**config.mk**
```make
export PLATFORM = sky130hd
export DESIGN_NAME = lms_adapt_ctrl
export DESIGN_NICKNAME = d
export VERILOG_FILES = /design/src/rtl/lms_adapt_ctrl.sv
export SDC_FILE = /design/constraint.sdc
export NUM_CORES = 1
export LEC_CHECK = 0
export ABC_CLOCK_PERIOD_IN_PS = 12900
export CORE_ASPECT_RATIO = 0.7
export CORE_MARGIN = 4
export CORE_UTILIZATION = 50
export CTS_CLUSTER_DIAMETER = 30
export DETAILED_ROUTE_END_ITERATION = 8
export MAX_ROUTING_LAYER = met4
export PLACE_DENSITY = 0.73
export SLEW_MARGIN = 20
export SYNTH_ARGS = -nofsm -noshare
export SYNTH_HDL_FRONTEND = slang
export SYNTH_SLANG_ARGS = --single-unit
```
**constraint.sdc**
```tcl
create_clock -name clk -period 12.9 [get_ports clk]
set_input_delay 1.935 -clock clk [delete_from_list [all_inputs] [get_ports clk]]
set_output_delay 1.935 -clock clk [all_outputs]
set_load 0.05 [all_outputs]
```
**src/rtl/lms_adapt_ctrl.sv**
```systemverilog
// Adaptation sequencer for a 16-tap LMS FIR: clear, flush, fast train, slow track,
// with windowed sum-of-|e| energy monitoring for convergence and divergence.
module lms_adapt_ctrl #(
    parameter int              W2        = 32,
    parameter int              L         = 16,
    parameter int              FLUSH_CYC = 19,
    parameter int              WIN_LOG2  = 6,
    parameter int              MU_TRAIN  = 6,
    parameter int              MU_TRACK  = 9,
    parameter longint unsigned CONV_THR  = 64'd4096,
    parameter longint unsigned DIV_THR   = 64'd1 << 36,
    parameter int              CONV_WINS = 4,
    parameter int              MAX_RETRY = 3
) (
    input  logic                   clk,
    input  logic                   reset,
    input  logic                   start,
    input  logic                   stop,
    input  logic                   sample_valid,
    input  logic [W2-1:0]          e_in,
    output logic                   coef_clear,
    output logic                   adapt_en,
    output logic [3:0]             mu_shift,
    output logic                   converged,
    output logic                   diverged,
    output logic                   fault,
    output logic [2:0]             state,
    output logic [W2+WIN_LOG2-1:0] err_energy
);

    localparam int EW = W2 + WIN_LOG2;
    localparam int FW = $clog2(FLUSH_CYC + 1);
    localparam int CW = $clog2(CONV_WINS + 1);
    localparam int RW = $clog2(MAX_RETRY + 2);

    localparam logic [FW-1:0] FLUSH_LAST = FW'(FLUSH_CYC - 1);
    localparam logic [CW-1:0] CONV_LAST  = CW'(CONV_WINS - 1);
    localparam logic [RW-1:0] RETRY_MAX  = RW'(MAX_RETRY);
    localparam logic [EW-1:0] CONV_T     = EW'(CONV_THR);
    localparam logic [EW-1:0] DIV_T      = EW'(DIV_THR);
    localparam logic [3:0]    MU_TR      = 4'(MU_TRAIN);
    localparam logic [3:0]    MU_TK      = 4'(MU_TRACK);

    typedef enum logic [2:0] {
        ST_IDLE  = 3'd0,
        ST_CLEAR = 3'd1,
        ST_FLUSH = 3'd2,
        ST_TRAIN = 3'd3,
        ST_TRACK = 3'd4,
        ST_FAULT = 3'd5
    } state_t;

    state_t                st;
    logic [EW-1:0]         acc;
    logic [WIN_LOG2-1:0]   win_cnt;
    logic [FW-1:0]         flush_cnt;
    logic [CW-1:0]         conv_cnt;
    logic [RW-1:0]         retry;

    logic [W2-1:0]         abs_e;
    logic [EW:0]           sum_wide;
    logic [EW-1:0]         sum;
    logic                  win_end;
    logic                  is_div;
    logic                  is_conv;

    assign state = st;

    // |most-negative| has no positive twin, so it clamps to the largest positive value.
    always_comb begin
        abs_e = e_in;
        if (e_in[W2-1]) begin
            if (e_in == {1'b1, {(W2-1){1'b0}}})
                abs_e = {1'b0, {(W2-1){1'b1}}};
            else
                abs_e = -e_in;
        end
    end

    assign sum_wide = {1'b0, acc} + {{(EW+1-W2){1'b0}}, abs_e};
    assign sum      = sum_wide[EW] ? {EW{1'b1}} : sum_wide[EW-1:0];
    assign win_end  = sample_valid && (win_cnt == {WIN_LOG2{1'b1}});
    assign is_div   = sum > DIV_T;
    assign is_conv  = sum < CONV_T;

    // NOTE: every register here uses <=, so all decisions see the pre-edge values of
    // the counters and state; outputs are set alongside the state they belong to.
    always_ff @(posedge clk) begin
        if (reset) begin
            st         <= ST_IDLE;
            coef_clear <= 1'b0;
            adapt_en   <= 1'b0;
            mu_shift   <= MU_TR;
            converged  <= 1'b0;
            diverged   <= 1'b0;
            fault      <= 1'b0;
            err_energy <= '0;
            acc        <= '0;
            win_cnt    <= '0;
            flush_cnt  <= '0;
            conv_cnt   <= '0;
            retry      <= '0;
        end else begin
            coef_clear <= 1'b0;
            diverged   <= 1'b0;
            if (stop) begin
                // Freeze, do not erase: coefficients stay as they are.
                st        <= ST_IDLE;
                adapt_en  <= 1'b0;
                converged <= 1'b0;
                fault     <= 1'b0;
            end else begin
                case (st)
                    ST_IDLE: begin
                        if (start) begin
                            st         <= ST_CLEAR;
                            coef_clear <= 1'b1;
                            mu_shift   <= MU_TR;
                            retry      <= '0;
                        end
                    end
                    ST_CLEAR: begin
                        st        <= ST_FLUSH;
                        acc       <= '0;
                        win_cnt   <= '0;
                        flush_cnt <= '0;
                        conv_cnt  <= '0;
                    end
                    ST_FLUSH: begin
                        if (sample_valid) begin
                            if (flush_cnt == FLUSH_LAST) begin
                                flush_cnt <= '0;
                                st        <= ST_TRAIN;
                                adapt_en  <= 1'b1;
                                mu_shift  <= MU_TR;
                            end else begin
                                flush_cnt <= flush_cnt + 1'b1;
                            end
                        end
                    end
                    ST_TRAIN, ST_TRACK: begin
                        if (sample_valid) begin
                            win_cnt <= win_cnt + 1'b1;
                            if (!win_end) begin
                                acc <= sum;
                            end else begin
                                acc        <= '0;
                                err_energy <= sum;
                                if (is_div) begin
                                    diverged  <= 1'b1;
                                    retry     <= retry + 1'b1;
                                    adapt_en  <= 1'b0;
                                    converged <= 1'b0;
                                    mu_shift  <= MU_TR;
                                    if (retry == RETRY_MAX) begin
                                        st    <= ST_FAULT;
                                        fault <= 1'b1;
                                    end else begin
                                        st         <= ST_CLEAR;
                                        coef_clear <= 1'b1;
                                    end
                                end else if (st == ST_TRAIN) begin
                                    if (is_conv) begin
                                        if (conv_cnt == CONV_LAST) begin
                                            conv_cnt  <= '0;
                                            st        <= ST_TRACK;
                                            mu_shift  <= MU_TK;
                                            converged <= 1'b1;
                                        end else begin
                                            conv_cnt <= conv_cnt + 1'b1;
                                        end
                                    end else begin
                                        conv_cnt <= '0;
                                    end
                                end
                            end
                        end
                    end
                    ST_FAULT: begin
                    end
                    default: st <= ST_IDLE;
                endcase
            end
        end
    end

    // L only documents the filter the flush length was derived from.
    logic unused_l;
    assign unused_l = ^L;

endmodule

```
After elaboration in Yosys (flattened, before gate mapping) --
Cells that the tools add are included.
Cells by class: $add $sub $neg 6, multiply operators 0, div/mod/pow operators 0, $lt $le $gt $ge 2, eq/ne operators 21, shift-type cells 0, mux-type cells 61, bitwise operators 5, reduce and logical (&&, ||, !) cells 23
Operators by type and width (count):
- 38-bit 2-to-1 mux | 3
- 38-bit case mux with 2 select lines | 1
- 32-bit 2-to-1 mux | 2
- 3-bit 2-to-1 mux | 20
- 38-bit by 32-bit adder with 39-bit output | 1
- 38-bit by 37-bit greater-than comparator with 1-bit output, second input constant | 1
- 38-bit by 13-bit < comparator with 1-bit output, second input constant | 1
- 4-bit 2-to-1 mux | 9
- 32-bit equality test, second input constant | 1
- 32-bit negation | 1
- 6-bit AND reduction | 4
- 2-bit != test, second input constant | 8
- 1-bit 2-to-1 mux | 15
- 3-bit case mux with 5 select lines | 1
- 2-bit nonzero test | 7
- 3-bit by 2-bit equality test with 1-bit output, second input constant | 4
- 3-bit case mux with 2 select lines | 2
- 4-bit case mux with 3 select lines | 1
- 6-bit case mux with 2 select lines | 1
- 5-bit 2-to-1 mux | 2
- 5-bit case mux with 2 select lines | 1
- 10-bit AND reduction | 1
- 3-bit != test, second input constant | 3
- 9-bit AND reduction | 1
- 18 further kinds | 27
Word-level totals: register bits 105, latch bits 0, bits in writable memories 0, memory bits (read-only) 0, output and inout port bits 50, word-level logic and storage cells 131, memories kept 0

Depth between registers and ports, before layout --
Gate-level depths: netlist of run 1.
word-level depth 12, gate-level depth with buffers 26, mapped depth without buffers 23

Worst setup path before layout of run 1 --
OpenSTA, ideal clock, no wires.
kind in2reg, start point input port e_in[5], end point register mu_shift[2], setup time 0.122 ns, arrival 7.734 ns, data required time 12.778 ns, path slack 5.044 ns, stages 24, path buffers 3, path through or3_1 or4_4 nor4_2 nand2b_1 or3_1 nor4_2 nand2_1 or2_1 clkbuf_1 buf_1 nand2_1 ha_1 buf_6 a21oi_2 o21ai_2 nor4b_4 o31ai_2 a31o_1 or3_1 a2111o_1 nor4_4 a31oi_1 or2_1 a221o_1
Between the ends: cells in the longest elaborated chain, start to end 10
RTL lines:
- from (decl) | RTL line 20 | input logic [W2-1:0] e_in,
- 32-bit negation / 32-bit equality test (equally long branches) | RTL line 76, 73
- 32-bit 2-to-1 mux | RTL line 73 | if (e_in == {1'b1, {(W2-1){1'b0}}})
- 32-bit 2-to-1 mux * | RTL line 72 | if (e_in[W2-1]) begin
- 38-bit by 32-bit adder with 39-bit output * | RTL line 80 | assign sum_wide = {1'b0, acc} + {{(EW+1-W2){1'b0}}, abs_e};
- 38-bit 2-to-1 mux * | RTL line 81 | assign sum = sum_wide[EW] ? {EW{1'b1}} : sum_wide[EW-1:0];
- 38-bit by 37-bit greater-than comparator with 1-bit output | RTL line 83 | assign is_div = sum > DIV_T;
- 4-bit 2-to-1 mux | RTL line 149 | if (is_div) begin
- 4-bit 2-to-1 mux | RTL line 144 | if (!win_end) begin
- 4-bit 2-to-1 mux | RTL line 142 | if (sample_valid) begin
- 4-bit case mux with 3 select lines | RTL line 113 | case (st)
- to (signal assigned) | RTL line 118 | mu_shift <= MU_TR;
- to (signal assigned) | RTL line 154 | mu_shift <= MU_TR;
- to (signal assigned) | RTL line 167 | mu_shift <= MU_TK;
- to (decl) | RTL line 23 | output logic [3:0] mu_shift,
Every way passes the cells marked *; elsewhere a longest branch is shown, timed or not. The select of a mux whose other input is x is not followed. A chain may end at the register's enable or synchronous reset.

Worst setup path after layout of run 1 --
start point input port e_in[3], end point register mu_shift[2]
The elaborated chain is that of the path after synthesis.

==> results of run 1 <==
-- worst paths after layout --
check | slack [ns] | to
worst max-delay path | 3.38 | mu_shift[2]$_SDFFE_PP1P_
worst min register to register | 0.45 | conv_cnt[2]$_SDFFE_PP0P_
worst min-delay path | 0.45 | conv_cnt[2]$_SDFFE_PP0P_
worst max register to register | 8.10 | mu_shift[2]$_SDFFE_PP1P_
-- state kept, by name (all words and copies together) (netlist names) --
| register | flops |
|---|---|
| conv_cnt | 3 |
| flush_cnt | 5 |
| coef_clear | 1 |
| err_energy | 38 |
| acc | 38 |
| fault | 1 |
| state | 3 |
| retry | 3 |
| win_cnt | 6 |
| diverged | 1 |
| adapt_en | 1 |
| mu_shift | 2 |
| converged | 1 |
-- through the flow --
step	utilization, %	worst slack [ns]	std cells
floorplan	-	5.04	994
global placement	58.3	3.25	1212
detailed placement	58.3	3.07	1212
CTS	60.3	3.41	1228
global route	60.3	2.70	1228
finish	60.3	3.38	1228
-- synth_stat cells (9+ instances only) --
library cell	number
a211oi_1	15
a21o_1	14
a21oi_1	94
a311oi_1	10
a31oi_1	11
clkbuf_1	53
dfxtp_1	103
ha_1	39
inv_1	20
nand2_1	113
nand3_1	19
nand4_1	23
nor2_1	128
nor3_1	54
o21a_1	9
o21ai_0	54
o31ai_1	15
or3_1	9
xnor2_1	23
xor2_1	47
-- worst reg2reg max path: stages, from the launching register on --
cell     delay (ns)
dfxtp_1        0.33
ha_1           0.36
a21oi_1        0.35
a21oi_1        0.16
a31oi_2        0.37
o31ai_2        0.20
a31oi_2        0.41
or2_1          0.54
nand2_1        0.18
nor4_1         0.59
a31oi_1        0.47
or2_1          0.37
a221o_1        0.35
-- logic make-up (layout without fill, tap and decap cells) --
logic type / count (synthesis) / after routing / synth area share (%)
AND/OR/NAND/NOR: 416 / 416 / 27.2
AO/OA/AOI/OAI: 273 / 273 / 24.0
adder cells (fa/ha/maj): 40 / 40 / 6.88
flip-flops: 103 / 103 / 27.9
buffers and inverters: 85 / 129 / 4.69
multiplexers: 7 / 7 / 0.966
XOR/XNOR: 70 / 70 / 8.30
-- layout make-up --
class                           instances  area [sq um]
Clock buffer                           10           229
Tap cell                              190           238
Multi-Input combinational cell        806          4980
Inverter                               20          75.1
Fill cell                            1309          5640
Timing Repair Buffer                   93           908
Clock inverter                          6          57.6
Sequential cell                       103          2060
-- metal layers --
metal / vias to the layer above / GRT usage [%] / part of all wire (%)
li1: 3679 / - / -
met1: 3426 / 37.8 / 49
met2: 278 / 39.1 / 43
met3: 28 / 4.68 / 7.4
met4: 0 / 4.51 / 1.2
met5: - / - / 0
-- where the power goes --
| part | total, mW | internal (mW) | switching, mW |
|---|---|---|---|
| Combinational | 0.122 | 0.0439 | 0.0785 |
| Sequential | 0.320 | 0.319 | 0.00132 |
| Clock | 0.272 | 0.137 | 0.135 |
==> impl_metrics.ini, run 1 <==
[outcome]
status = completed

[timing]
hold_viol = 0
hold_slack_ns = 0.454
max_slew_margin_pct = 32.4
rsz0062_at_grt = false
finalCritPeriodShare_pct = 73.8
drv_slew = 0
setup_tns_ns = 0
fin_crit_ns = 9.52
tightest_slew_ns = 1.01
finClkSkew_ns = 0.0139
setup_viol = 0
fmaxAchievable_mhz = 105

[logic_synthesis]
synth_seq_area_share_pct = 27.9
yosysWarnings = 0
syn_area_per_cell_sq_um = 7.43
syn_nets = 1071
ys_ff_latch = 103
synth-edff-count = 0
synth_ff_type = dfxtp_1
synth_area_leaders = dfxtp_1 28%, ha_1 6.6%, nor2_1 6.5%, a21oi_1 6.4%, nand2_1 5.7%
synth.cell_area_sq_um = 7380
yosys.area.top_type = dfxtp_1
synth.distinct_cells = 75
synthCells = 994
synthArstFlopShare_pct = 0
synth.top_cell.area_share_pct = 27.9

[cells_and_area]
final_area_sq_um = 8550
layout_commonest_cell = nor2_1
finalNetCount = 1110
antenna_cells = 0
drive_gt1_share_pct = 4.53
area_growth_pct = 15.8
final_cell_mix = 127 x nor2_1, 113 x nand2_1, 103 x dfxtp_1

[min_path]
holdCritPathClass = flip-flop to flip-flop
hold_path_startpoint = conv_cnt[2]$_SDFFE_PP0P_
holdPathStages = 2

[setup_path]
crit_family = simple AND/OR/NAND/NOR gates
end_kind = flip-flop
path_buf_inv = 1
crit_fanout = 30
cp-startpoint = e_in[3]
required_ns = 13.14
crit_chain = clkdlybuf4s50_1 > or3_1 > or4_4 > nor4_2 > nand2b_1 > or3_1 > nor4_2 > nand2_1 > or2_1 > nand2_1 > ha_1 > a21oi_1 > a21oi_1 > a31oi_2 > o31ai_2 > a31oi_2 > or2_1 > nand2_1 > nor4_1 > a31oi_1 > or2_1 > a221o_1
r2r_cells = 12
cp-start-kind = primary input
worstPathArrival_ns = 9.76
max_stage_delay_ns = 0.63
slowest_stage = or2_1
worstReg2RegStart = acc[7]$_SDFFE_PP0P_
crit_cells = 22
path_class = primary input to flip-flop

[placement]
gp_congestion = 1.01
dp_hpwl_microns = 16700
port_buffers = 86
dpl_cell_area_sq_um = 8270

[clocking]
insertion_delay_ns = 0.35
post_cts_resized = 0
cts_tree = yes
clk_pin_slew_ns = 0.08
cts-root-buf = clkbuf_16
h-tree-depth = 3
clockBufferDepth = 2
post_cts_buffers = 0
cts_hold_buf = 0
clock-sinks = 103
cts_buffers = 9

[detailed_routing]
vias = 7411
drt_iter0_drc = 650
wl_per_cell_microns = 17.7
drtAntennaViolNets = 0
drc = 0
totalWireLength_microns = 21800
dr.pass1.iters = 5
vias_per_cell = 6.04

[floorplanning]
core_area_sq_um = 14200
die_w_microns = 153
die-area_sq_um = 16800
start_util_pct = 52.0
die_height_microns = 110
io_pins = 87
core.rowCount = 36

[global_route]
antenna_found_initial = 0
grt_first_pass_wirelength_microns = 35100
grt_pass1_vias = 6721
grt_usage_pct = 26.2
grt.overflow.total = 0
grt_max_degree = 90

[power]
ir_drop_mv = 0.0626
p_leak_nw = 3.25
powerDensity_nw_per_um2 = 83.5
finalPower_mw = 0.714

[job]
maxCapViolCount = 0
Note: power is estimated with default switching activity, not from simulation.
==> inputs of run 2 (changes only) <==
Settings changed: ABC_CLOCK_PERIOD_IN_PS 12900 to 9830.
Clock period 12.9 ns to 9.83 ns, I/O delays scaled along.
==> run 2 against run 1 <==
Power grew 37%. Non-clock buffer count grew 2. Core utilization grew 0.36 points. Clock-buffer cell count shrank 1. Critical path depth grew 1. Critical endpoint is now fault$_SDFFE_PP0P_.
==> impl_metrics.ini, run 2 (same netlist as run 1, synthesis figures left out) <==
[timing]
finClkSkew_ns = 0.0175
max_slew_margin_pct = 31.2
layout_setup_ws_ns = 0.714
finalCritPeriodShare_pct = 92.7
drv_slew = 0
rsz0062_at_grt = false
setup_viol = 0
fmaxAchievable_mhz = 110
fin_crit_ns = 9.12
setup_tns_ns = 0
hold_viol = 0
hold_slack_ns = 0.460
tightest_slew_ns = 1.03

[setup_path]
path_class = primary input to flip-flop
worstPathArrival_ns = 9.38
crit_fanout = 30
end_kind = flip-flop
cp-start-kind = primary input
required_ns = 10.09

[clocking]
h-tree-depth = 3
clockBufferDepth = 2
cts_tree = yes
clock-sinks = 103
cts_hold_buf = 0
post_cts_resized = 0
clk_pin_slew_ns = 0.09
cts-root-buf = clkbuf_16
cts_buffers = 9
post_cts_buffers = 0
insertion_delay_ns = 0.36

[floorplanning]
start_util_pct = 52.0
die-area_sq_um = 16800
io_pins = 87
core_area_sq_um = 14200
die_height_microns = 110
core.rowCount = 36
die_w_microns = 153

[global_route]
grt_max_degree = 90
grt_first_pass_wirelength_microns = 35300
grt_usage_pct = 26.5
grt.overflow.total = 0
grt_pass1_vias = 6785
antenna_found_initial = 0

[power]
finalPower_mw = 0.976
p_leak_nw = 3.27
powerDensity_nw_per_um2 = 113
ir_drop_mv = 0.0902

[cells_and_area]
stdcell_count = 1230
nFillCells = 1305
drive_gt1_share_pct = 4.81
final_area_sq_um = 8600
layout_commonest_cell = nor2_1
area_growth_pct = 16.5
utilization_pct = 60.6
final_cell_mix = 127 x nor2_1, 113 x nand2_1, 103 x dfxtp_1
finalNetCount = 1112
reg_top3 = acc x38, err_energy x38, win_cnt x6
antenna_cells = 0

[detailed_routing]
drc = 0
wl_per_cell_microns = 17.8
dr.pass1.iters = 5
drtAntennaViolNets = 0
totalWireLength_microns = 21900
vias = 7450
drt_iter0_drc = 585
vias_per_cell = 6.06

[placement]
gp_congestion = 1.02
dpl_cell_area_sq_um = 8280
dp_hpwl_microns = 16600
place_inst = 1214
pre_cts_ws_ns = 0.462
port_buffers = 86

[outcome]
status = completed

[job]
maxCapViolCount = 0

[min_path]
holdCritPathClass = flip-flop to flip-flop
==> run 2: worst paths after layout <==
kind | start | to | slack (ns) | depth (start not counted)
max | e_in[3] | fault$_SDFFE_PP0P_ | 0.71 | 23
min | acc[21]$_SDFFE_PP0P_ | acc[21]$_SDFFE_PP0P_ | 0.46 | 2
max reg2reg | acc[0]$_SDFFE_PP0P_ | fault$_SDFFE_PP0P_ | 5.05 | 14
min reg2reg | acc[21]$_SDFFE_PP0P_ | acc[21]$_SDFFE_PP0P_ | 0.46 | 2
==> run 2: metal layers <==
metal / vias up / GRT usage, % / routed length [microns]
met1: 3452 / 38.2 / 10700
met5: - / - / 0
met4: 0 / 5.59 / 346
met2: 294 / 39.1 / 9190
met3: 36 / 4.76 / 1640
li1: 3668 / - / -
==> run 2: final cells by class <==
cell class / count / area, sq um / share of cell area (%)
repair buffers: 95 / 923 / 10.7
clock inverters: 7 / 97.6 / 1.13
multi-input cells: 806 / 4980 / 57.9
flip-flops and latches: 103 / 2060 / 24.0
well taps: 190 / 238 / 2.76
inverters: 20 / 75.1 / 0.873
clock buffers: 9 / 225 / 2.62
==> run 2: power breakdown <==
part           internal [mW]  leakage [nW]  switching [mW]
logic                 0.0582          2.29           0.104
registers              0.418         0.830         0.00173
clock network          0.206         0.157           0.188
total                  0.682          3.27           0.293
==> run 2: worst max-delay path, cell delays in order <==
cell and delay [ns]:
clkdlybuf4s50_1 0.46, or3_1 0.41, or4_4 0.46, nor4_2 0.21, nand2b_1 0.15, or3_1 0.44, nor4_2 0.41, nand2_1 0.18
or2_1 0.59, a31oi_1 0.36, inv_1 0.10, fa_1 0.43, nand2b_1 0.18, a21oi_1 0.27, nor4b_4 0.12, o31ai_2 0.54
a31oi_2 0.33, o22ai_1 0.42, nor4_1 0.11, and4_1 0.24, a31oi_1 0.83, nand3_1 0.35, o31ai_1 0.30
